`src/rtl/button_conditioner.sv`:
```
// button_conditioner: per-channel synchroniser, symmetric debounce FSM and
// auto-repeat generator for the game's push buttons. Produces a clean level
// plus one-cycle press, release and repeat pulses for the controller FSM.
// The release and repeat outputs are named release_pulse and repeat_pulse
// because "release" and "repeat" are reserved words in SystemVerilog.
module button_conditioner #(
  parameter int N_CH            = 5,
  parameter int CNT_W           = 24,
  parameter int DEBOUNCE_CYCLES = 1000000,
  parameter int REPEAT_DELAY    = 5000000,
  parameter int REPEAT_PERIOD   = 2500000
) (
  input  logic            clk,
  input  logic            rst,
  input  logic [N_CH-1:0] button,
  input  logic [N_CH-1:0] repeat_en,
  output logic [N_CH-1:0] level,
  output logic [N_CH-1:0] press,
  output logic [N_CH-1:0] release_pulse,
  output logic [N_CH-1:0] repeat_pulse,
  output logic            any_press
);

  typedef enum logic [1:0] {
    RELEASED,
    PRESS_PEND,
    PRESSED,
    RELEASE_PEND
  } state_t;

  // Terminal counts; a one-cycle debounce skips the pending states entirely.
  localparam logic [CNT_W-1:0] DB_LAST = CNT_W'(DEBOUNCE_CYCLES - 1);
  localparam logic [CNT_W-1:0] RD_LAST = CNT_W'(REPEAT_DELAY - 1);
  localparam logic [CNT_W-1:0] RP_LAST = CNT_W'(REPEAT_PERIOD - 1);
  localparam logic [CNT_W-1:0] CNT_ONE = CNT_W'(1);
  localparam bit               DB_ONE  = (DEBOUNCE_CYCLES == 1);

  logic [N_CH-1:0] s1;
  logic [N_CH-1:0] s2;
  logic [N_CH-1:0] press_fire;

  // Two-flop synchroniser bringing the raw pins into the clk domain.
  always_ff @(posedge clk or posedge rst) begin
    if (rst) begin
      s1 <= '0;
      s2 <= '0;
    end else begin
      s1 <= button;
      s2 <= s1;
    end
  end

  // Registered OR of the press events so it lines up with the press pulses.
  always_ff @(posedge clk or posedge rst) begin
    if (rst) begin
      any_press <= 1'b0;
    end else begin
      any_press <= |press_fire;
    end
  end

  for (genvar i = 0; i < N_CH; i++) begin : g_ch
    state_t           state;
    logic [CNT_W-1:0] dcnt;
    logic [CNT_W-1:0] rcnt;
    logic             phase;
    logic             level_r;
    logic             press_r;
    logic             release_r;
    logic             repeat_r;

    // A press is accepted on the edge that completes the debounce window.
    assign press_fire[i] = s2[i] &&
                           (((state == RELEASED) && DB_ONE) ||
                            ((state == PRESS_PEND) && (dcnt == DB_LAST)));

    assign level[i]         = level_r;
    assign press[i]         = press_r;
    assign release_pulse[i] = release_r;
    assign repeat_pulse[i]  = repeat_r;

    // Debounce FSM with auto-repeat; phase 0 waits REPEAT_DELAY, phase 1 REPEAT_PERIOD.
    always_ff @(posedge clk or posedge rst) begin
      if (rst) begin
        state     <= RELEASED;
        dcnt      <= '0;
        rcnt      <= '0;
        phase     <= 1'b0;
        level_r   <= 1'b0;
        press_r   <= 1'b0;
        release_r <= 1'b0;
        repeat_r  <= 1'b0;
      end else begin
        press_r   <= press_fire[i];
        release_r <= 1'b0;
        repeat_r  <= 1'b0;
        case (state)
          RELEASED: begin
            if (s2[i]) begin
              if (DB_ONE) begin
                state   <= PRESSED;
                level_r <= 1'b1;
                dcnt    <= '0;
                rcnt    <= '0;
                phase   <= 1'b0;
              end else begin
                state <= PRESS_PEND;
                dcnt  <= CNT_ONE;
              end
            end else begin
              dcnt <= '0;
            end
          end
          PRESS_PEND: begin
            if (!s2[i]) begin
              state <= RELEASED;
              dcnt  <= '0;
            end else if (dcnt == DB_LAST) begin
              state   <= PRESSED;
              level_r <= 1'b1;
              dcnt    <= '0;
              rcnt    <= '0;
              phase   <= 1'b0;
            end else begin
              dcnt <= dcnt + CNT_ONE;
            end
          end
          PRESSED: begin
            if (!s2[i]) begin
              if (DB_ONE) begin
                state     <= RELEASED;
                level_r   <= 1'b0;
                release_r <= 1'b1;
                dcnt      <= '0;
                rcnt      <= '0;
                phase     <= 1'b0;
              end else begin
                state <= RELEASE_PEND;
                dcnt  <= CNT_ONE;
              end
            end else if (repeat_en[i]) begin
              if ((!phase && (rcnt == RD_LAST)) || (phase && (rcnt == RP_LAST))) begin
                repeat_r <= 1'b1;
                rcnt     <= '0;
                phase    <= 1'b1;
              end else begin
                rcnt <= rcnt + CNT_ONE;
              end
            end else begin
              rcnt  <= '0;
              phase <= 1'b0;
            end
          end
          RELEASE_PEND: begin
            if (s2[i]) begin
              state <= PRESSED;
              dcnt  <= '0;
            end else if (dcnt == DB_LAST) begin
              state     <= RELEASED;
              level_r   <= 1'b0;
              release_r <= 1'b1;
              dcnt      <= '0;
              rcnt      <= '0;
              phase     <= 1'b0;
            end else begin
              dcnt <= dcnt + CNT_ONE;
            end
          end
          default: begin
            state   <= RELEASED;
            level_r <= 1'b0;
            dcnt    <= '0;
            rcnt    <= '0;
            phase   <= 1'b0;
          end
        endcase
      end
    end
  end

endmodule

```
`config.mk`:
```
export PLATFORM = sky130hd
export DESIGN_NAME = button_conditioner
export DESIGN_NICKNAME = d
export VERILOG_FILES = /design/src/rtl/button_conditioner.sv
export SDC_FILE = /design/constraint.sdc
export NUM_CORES = 1
export LEC_CHECK = 0
export CAP_MARGIN = 15
export CORE_MARGIN = 4
export CORE_UTILIZATION = 60
export DETAILED_ROUTE_END_ITERATION = 8
export PLACE_DENSITY_LB_ADDON = 0.15
export SLEW_MARGIN = 10
export SYNTH_ARGS = -nofsm -noshare
export SYNTH_HDL_FRONTEND = slang
export SYNTH_SLANG_ARGS = --single-unit
```
`constraint.sdc`:
```
create_clock -name clk -period 14.2 [get_ports clk]
set_input_delay 2.84 -clock clk [delete_from_list [all_inputs] [get_ports clk]]
set_output_delay 2.84 -clock clk [all_outputs]
set_load 0.02 [all_outputs]
```
# --- Word-level counts from Yosys, hierarchy flattened ---
# Index checks and enable logic that the tools add are counted.
word_totals:
  ff_bits: 286
  input_bits: 12
op_classes:
  n_reduce_logical: 66
  addsub: 10
  muxes: 195
  n_eq_ne: 80
ops:
  columns: ["op", "n"]
  rows:
  - ["2-to-1 mux 24 bit", 50]
  - ["case mux 24 bit (4 select lines)", 5]
  - ["case mux 24 bit (3 select lines)", 5]
  - ["adder 24 x 1 -> 24 bit, second input constant", 10]
  - ["== test 24 x 20 -> 1 bit, second input constant", 5]
  - ["== test 24 x 22 -> 1 bit, second input constant", 5]
  - ["== test 24 x 23 -> 1 bit, second input constant", 5]
  - ["2-to-1 mux 1 bit", 90]
  - ["2-to-1 mux 2 bit", 30]
  - ["inequality test 2 bit, second input constant", 30]
  - ["AND reduction 5 bit", 10]
  - ["case mux 2 bit (4 select lines)", 5]
  - ["AND reduction 4 bit", 10]
  - ["inequality test 3 bit, second input constant", 10]
  - ["== test 2 bit, second input constant", 10]
  - ["logical AND 1 bit", 20]
  - ["inequality test 3 x 2 -> 1 bit, second input constant", 5]
  - ["case mux 1 bit (3 select lines)", 5]
  - ["nonzero test 3 bit", 5]
  - ["== test 2 x 1 -> 1 bit, second input constant", 5]
  - ["logical NOT 2 bit", 5]
  - ["inequality test 2 x 1 -> 1 bit, second input constant", 5]
  - ["case mux 1 bit (2 select lines)", 5]
  - ["nonzero test 2 bit", 5]
  - ["3 further kinds", 11]

# --- Depth between registers and ports, before layout ---
# Gate-level depths: netlist of the first run.
logic_depth:
  depth_word: 7
  depth_mapped: 9
  depth_no_buf: 8

# --- Worst setup path before layout of the first run ---
# No wires, ideal clock.
synth_path:
  kind: "input to register"
  startpoint: "in repeat_en[2]"
  endpoint: "reg g_ch[2].rcnt[13]"
  t_arrival_ps: 4067
  setup_time_ps: 83
  cell_stages: 6
  path_buffers: 1
  path_slack_ps: 10050
  t_required_ps: 14117
  cell_sequence: "nand2_1 -> or2_2 -> or3_1 -> buf_2 -> or3_1 -> o21ai_0"
synth_via:
  elab_chain_len: 3
synth_lines:
  columns: ["item", "line_no", "rtl"]
  rows:
  - ["start: declaration", "16", "input logic [N_CH-1:0] repeat_en,"]
  - ["2-to-1 mux 24 bit", "141", "end else if (repeat_en[i]) begin"]
  - ["2-to-1 mux 24 bit", "129", "if (!s2[i]) begin"]
  - ["case mux 24 bit (3 select lines)", "97", "case (state)"]
  - ["end signal: assignment", "147", "rcnt <= rcnt + CNT_ONE;"]
  - ["end: declaration", "65", "logic [CNT_W-1:0] rcnt;"]
# Every way passes these cells. The select of a mux whose other input is x is not followed.
# A chain may end at the register's enable or synchronous reset.

==> results of run 1 <==
## layout make-up
type	instances	area [µm²]
multi-input cells	1292	7806
inverters	49	191.4
flip-flops and latches	286	7157
well taps	330	412.9
clock buffers	41	863.3
fillers	2033	8250
repair buffers	47	447.9
clock inverters	14	197.7
## cells by family after synthesis
family,share of synthesized area (%)
fa+ha+maj,1.207
simple gates,28.98
mux,0.6116
xor+xnor,5.521
compound gates,13.82
buf+inv,3.831
flops,46.03
## report_power, final
| part | leakage, nW | switching, mW | total, mW | internal [mW] |
|---|---|---|---|---|
| combinational | 2.69 | 0.115 | 0.171 | 0.0556 |
| sequential | 3.87 | 0.0182 | 0.848 | 0.829 |
| clock | 0.526 | 0.322 | 0.836 | 0.514 |
| total | 7.09 | 0.456 | 1.85 | 1.40 |
## layout by cell type, fill, tap and decap left out, types with 32 or more instances in the layout
cell,count
a21oi_1,53
a22o_1,33
nor2_1,182
dfrtp_1,286
nand3_1,111
nand2_1,152
and3_1,48
clkdlybuf4s50_1,32
xor2_1,75
nand4_1,52
nor3_1,47
o21ai_0,117
inv_1,48
## metal layers
layer,wire [µm],track usage (%)
met1,15710,33.75
met2,15760,38.26
met3,1274,2.709
met4,546,5.180
met5,0,0
## how the worst min path moves through the flow
stage | start | endpoint
floorplan | s1[0]$_DFF_PP0_ | s2[0]$_DFF_PP0_
global placement | s1[4]$_DFF_PP0_ | s2[4]$_DFF_PP0_
detailed placement | s1[1]$_DFF_PP0_ | s2[1]$_DFF_PP0_
CTS | s1[2]$_DFF_PP0_ | s2[2]$_DFF_PP0_
global route | s1[2]$_DFF_PP0_ | s2[2]$_DFF_PP0_
finish | s1[2]$_DFF_PP0_ | s2[2]$_DFF_PP0_
## synth_stat cells (7+ instances only)
cell      instances  area, µm²
o31ai_1          21      157.7
nor4_1           27      168.9
nand3_1         111      555.5
or4_1            12      90.09
a21o_1           14      105.1
nor2_1          182      683.2
nand2_1         152      570.6
xnor2_1          23      201.4
o21ai_0         117      585.6
or2_2             9      56.30
clkbuf_1         37      138.9
ha_1             15      187.7
nand2b_1         15      93.84
a22o_1           33      289.0
a31oi_1          18      112.6
and2_1           29      181.4
nand3b_1          7      52.55
and4_1           29      254.0
dfrtp_1         286       7157
buf_2            14      70.07
buf_4            21      157.7
nor3b_1          12      90.09
o21ai_1          19      95.09
nor4bb_1         15      150.1
inv_1            49      183.9
nor4b_1          16      140.1
nor3_1           48      240.2
o2bb2a_1          7      70.07
a21oi_1          53      265.3
or3_1            26      162.7
xor2_1           75      656.9
nor2b_1          14      87.58
and3_1           48      300.3
nand4_1          52      325.3
## stage by stage
stage	utilization (%)	power, mW	setup slack [ps]	std cells
after floorplan	-	0.9996	3468	1703
after global placement	63.09	1.026	8079	2001
after detailed placement	63.09	1.031	8057	2001
after CTS	67.28	1.873	8643	2056
after global routing	67.42	1.936	8761	2059
final	67.42	1.855	9218	2059
## registers in the layout (all words and copies together) (netlist names), named ones only
register / count
any_press: 1
g_ch.dcnt: 120
g_ch.level_r: 5
g_ch.phase: 5
g_ch.press_r: 5
g_ch.rcnt: 120
g_ch.release_r: 5
g_ch.repeat_r: 5
g_ch.state: 5
s1: 5
s2: 5
## worst max-delay path: stages
cell and delay (ps):
clkdlybuf4s50_1 490, inv_8 640, buf_4 860, buf_4 430, buf_16 330
==> run metrics, run 1 <==
GPL Wtd Cong=0.8857; DRT antenna net count=0; Worst Setup EP=g_ch[2].rcnt[13]$_DFFE_PP0P_; Post-CTS Hold Buffers=0; Post-synth EDFFs=0; Area Growth Syn to Fin=9.834%; PostCTS Resize Cnt=0; Die Y=169.0 µm; Worst Path Arrival=5690 ps; pins over their slew limit=0; Tot GR Track Use=23.32%; first-pass GRT wire length=57880 µm; worst r2r src=g_ch[2].rcnt[16]$_DFFE_PP0P_; Setup CP Type=in -> async; Power Density=108.6 mW/mm²; final net count=1734; Distinct cells, synth=78; WL per Instance=16.17 µm; worst vdd ir=0.1473 mV; crit end category=asynchronous set/reset pin; Final setup viols=0; share of cells above drive strength 1=5.668%; synthesized area=0.01555 mm²; initial core utilization=61.39%; vias in the first global route=12170; H-tree depth=1; register bit total from synthesis=286; Max Freq=200.7 MHz; ys async rst share=100.0%; yosys warns=0; DRT iter0 DRCs=944; cells on worst reg2reg path=6; final wirelength=33290 µm; Vias=12750; flop-to-flop setup slack=11140 ps; maximum root-to-sink buffer count=3; Post-Route Skew=11.35 ps; post-DP HPWL=21850 µm; die area=0.02855 mm²; Post-CTS Setup Bufs=0; core area=0.02533 mm²; clock latency on the worst-skew pair=560 ps; Rows=58; Placed Instance Area=0.01598 mm²; Final Hold Viols=0; drt first pass iters=4; syn nets=1730; # IOs=33; Lkg Pwr=7.087 nW; syn_area_per_cell=9.129 µm²; status=finished, final reports clean; CTS root buffer=clkbuf_16; TNS Setup=0 ps; RSZ-0062 raised after global routing=no; IO Port Bufs=32; Hold Path Cell Cnt=0; crit path time final=4982 ps; Antenna Cells=0; Critical Path Fanout Max=129; post-layout instance area=0.01708 mm²; clock sink total=286; Seq/Total Area, Yosys=46.03%; max_cap viols=0; DRC violations left=0; crit path launch type=input port; Tightest Pin Transition=1050 ps; hold crit path type=reg -> reg; CP startpoint=rst; CTS tree=built; fin crit share=35.08%; Worst EP required=14910 ps; Die Span X=169.0 µm; Slew HR=29.74%; hold_ws=349.1 ps; largest net degree at the start of global routing=130; CTS buffer count=31; Clk pin slew, worst setup/hold paths=60 ps; Post-synth top flop=dfrtp_1; vias per cell=6.193; initial antenna violation count=1; grt ovf=0; reg2reg end=g_ch[2].rcnt[11]$_DFFE_PP0P_; Synth Instances=1703
Power figures use the tool's default switching activity.
==> run 2, diff against run 1 <==
==> constraint.sdc (replaced) <==
create_clock -name clk -period 4.9 [get_ports clk]
set_input_delay 0.98 -clock clk [delete_from_list [all_inputs] [get_ports clk]]
set_output_delay 0.98 -clock clk [all_outputs]
set_load 0.02 [all_outputs]
==> run metrics, run 2 (synthesis gave the netlist of run 1 again) <==
most common cell after layout, fill and taps aside=dfrtp_1; largest net degree at the start of global routing=81 (-38%); crit path cell chain=or4_1, or4_1, a21oi_1, or3_1, or3_1, o21ai_0; Max Freq=344.2 MHz; Area Growth Syn to Fin=11.20%; DRT antenna net count=0 (unchanged); TNS Setup=0 ps (unchanged); CP peak stage delay=720 ps (-140 ps); reg2reg end=g_ch[2].rcnt[13]$_DFFE_PP0P_; Post-CTS Hold Buffers=0 (unchanged); share of cells above drive strength 1=6.171% (+0.50 points); Worst Path Arrival=3290 ps (-2400 ps); Vias=12790 (+0.31%); Final Hold Viols=0 (unchanged); H-tree depth=2 (+1); largest registers=g_ch.dcnt: 120 flops, g_ch.rcnt: 120 flops; clock sink total=286 (unchanged); CTS tree=built; Post-CTS Setup Bufs=0 (unchanged); hold wc startpoint=s1[3]$_DFF_PP0_; die area=0.02855 mm² (unchanged); drt first pass iters=5 (+1); flop-to-flop setup slack=1990 ps (-9150 ps); Tightest Pin Transition=1090 ps (+40.39 ps); most frequent cells in the layout=286 x dfrtp_1, 182 x nor2_1, 152 x nand2_1; initial antenna violation count=0 (-1); Place WS=1713 ps (-6345 ps); final net count=1736 (+0.12%); CTS root buffer=clkbuf_16; Critical Path Fanout Max=13 (-90%); CTS buffer count=35 (+13%); vias per cell=6.197 (about the same); Post-Route Skew=19.31 ps (+7.958 ps); hold crit path type=reg -> reg; Final setup viols=0 (unchanged); DRC violations left=0 (unchanged); # IOs=33 (unchanged); crit path launch type=flip-flop; Clk pin slew, worst setup/hold paths=60 ps (about the same); Finished Core Util=68.26% (+0.84 points); Die Y=169.0 µm (unchanged); Worst Hold End=s2[3]$_DFF_PP0_; pins over their slew limit=0 (unchanged); status=finished, final reports clean; DRT iter0 DRCs=877 (-7.1%); Setup CP Type=reg -> reg; IO Port Bufs=32 (unchanged); final wirelength=33290 µm (about the same); WL per Instance=16.13 µm (-0.24%); GPL Wtd Cong=0.8801 (-0.63%); crit path time final=2906 ps; first-pass GRT wire length=58430 µm (+0.95%); grt ovf=0 (unchanged); vias in the first global route=12400 (+1.9%); clock latency on the worst-skew pair=510 ps (-50 ps); crit end category=flip-flop; RSZ-0062 raised after global routing=no; Rows=58 (unchanged); Die Span X=169.0 µm (unchanged); fin crit share=59.30%; maximum root-to-sink buffer count=3 (unchanged); Lkg Pwr=7.181 nW (+1.3%); Hold Path Cell Cnt=0 (unchanged); setup ws final=1994 ps (-7224 ps); CP max-delay cell=a21oi_1; worst vdd ir=0.3149 mV (+110%); Antenna Cells=0 (unchanged); Tot GR Track Use=23.59% (+0.27 points); PostCTS Resize Cnt=0 (unchanged); Slew HR=26.64% (-3.1 points); post-DP HPWL=22320 µm (+2.1%); Power Density=331.5 mW/mm² (+210%); worst r2r src=g_ch[2].rcnt[16]$_DFFE_PP0P_; max_cap viols=0 (unchanged); Worst EP required=5280 ps (-9630 ps); initial core utilization=61.39% (unchanged); core area=0.02533 mm² (unchanged); cells on worst reg2reg path=6 (unchanged)
run 2: changes by cell type in the layout (fill, tap and decap cells not counted), sizes merged:
cell    previous run  this run
clkinv             8         9
buf               14        13
clkbuf            42        47
run 2: worst max-delay path: cells and delay by family, from the launching register on:
family             cells  cell delay [ps]
AOI/OAI and AO/OA      2              810
DFF                    1              430
and+or+nand+nor        4             1550
run 2: area by class of cell:
cell class / count / area, µm²
clock inverters: 15 / 219.0
well taps: 330 / 412.9
clock buffers: 47 / 1044
repair buffers: 45 / 455.4
inverters: 49 / 187.7
flip-flops and latches: 286 / 7157
fillers: 1977 / 8038
multi-input cells: 1292 / 7814
run 2: metrics by stage:
| stage | power [mW] | area, µm² | cells | hold WS, ps |
|---|---|---|---|---|
| floorplan | 2.897 | 15550 | 1703 | 331.2 |
| global placement | 2.978 | 16020 | 2002 | 333.7 |
| detailed placement | 2.998 | 16020 | 2002 | 334.7 |
| CTS | 5.791 | 17280 | 2064 | 347.6 |
| global route | 5.971 | 17290 | 2064 | 352.0 |
| finish | 5.732 | 17290 | 2064 | 346.1 |
run 2: report_power, final:
part	switching, mW	internal [mW]
clock network	1.01	1.76
logic	0.340	0.162
registers	0.0530	2.40
run 2: worst max path at each step:
stage,from,end,slack [ps]
after floorplan,rst,asynchronous set/reset pin,130
after global placement,repeat_en[0],g_ch[0].rcnt[11]$_DFFE_PP0P_,1790
after detailed placement,repeat_en[0],g_ch[0].rcnt[15]$_DFFE_PP0P_,1710
after CTS,g_ch[2].dcnt[0]$_DFFE_PP0P_,g_ch[2].dcnt[10]$_DFFE_PP0P_,1900
after global routing,g_ch[3].state[0]$_DFFE_PP0P_,g_ch[3].dcnt[23]$_DFFE_PP0P_,1640
final,g_ch[2].rcnt[16]$_DFFE_PP0P_,g_ch[2].rcnt[13]$_DFFE_PP0P_,1990
run 2: layer usage:
layer / GRT usage (%) / vias to the layer above / routed length (µm) / part of all wire (%)
met5: 0 / - / 0 / 0
met4: 6.895 / 0 / 653 / 2.0
met3: 3.667 / 57 / 1450 / 4.4
met2: 38.32 / 289 / 15790 / 47
met1: 33.14 / 6252 / 15400 / 46
li1: - / 6193 / - / -
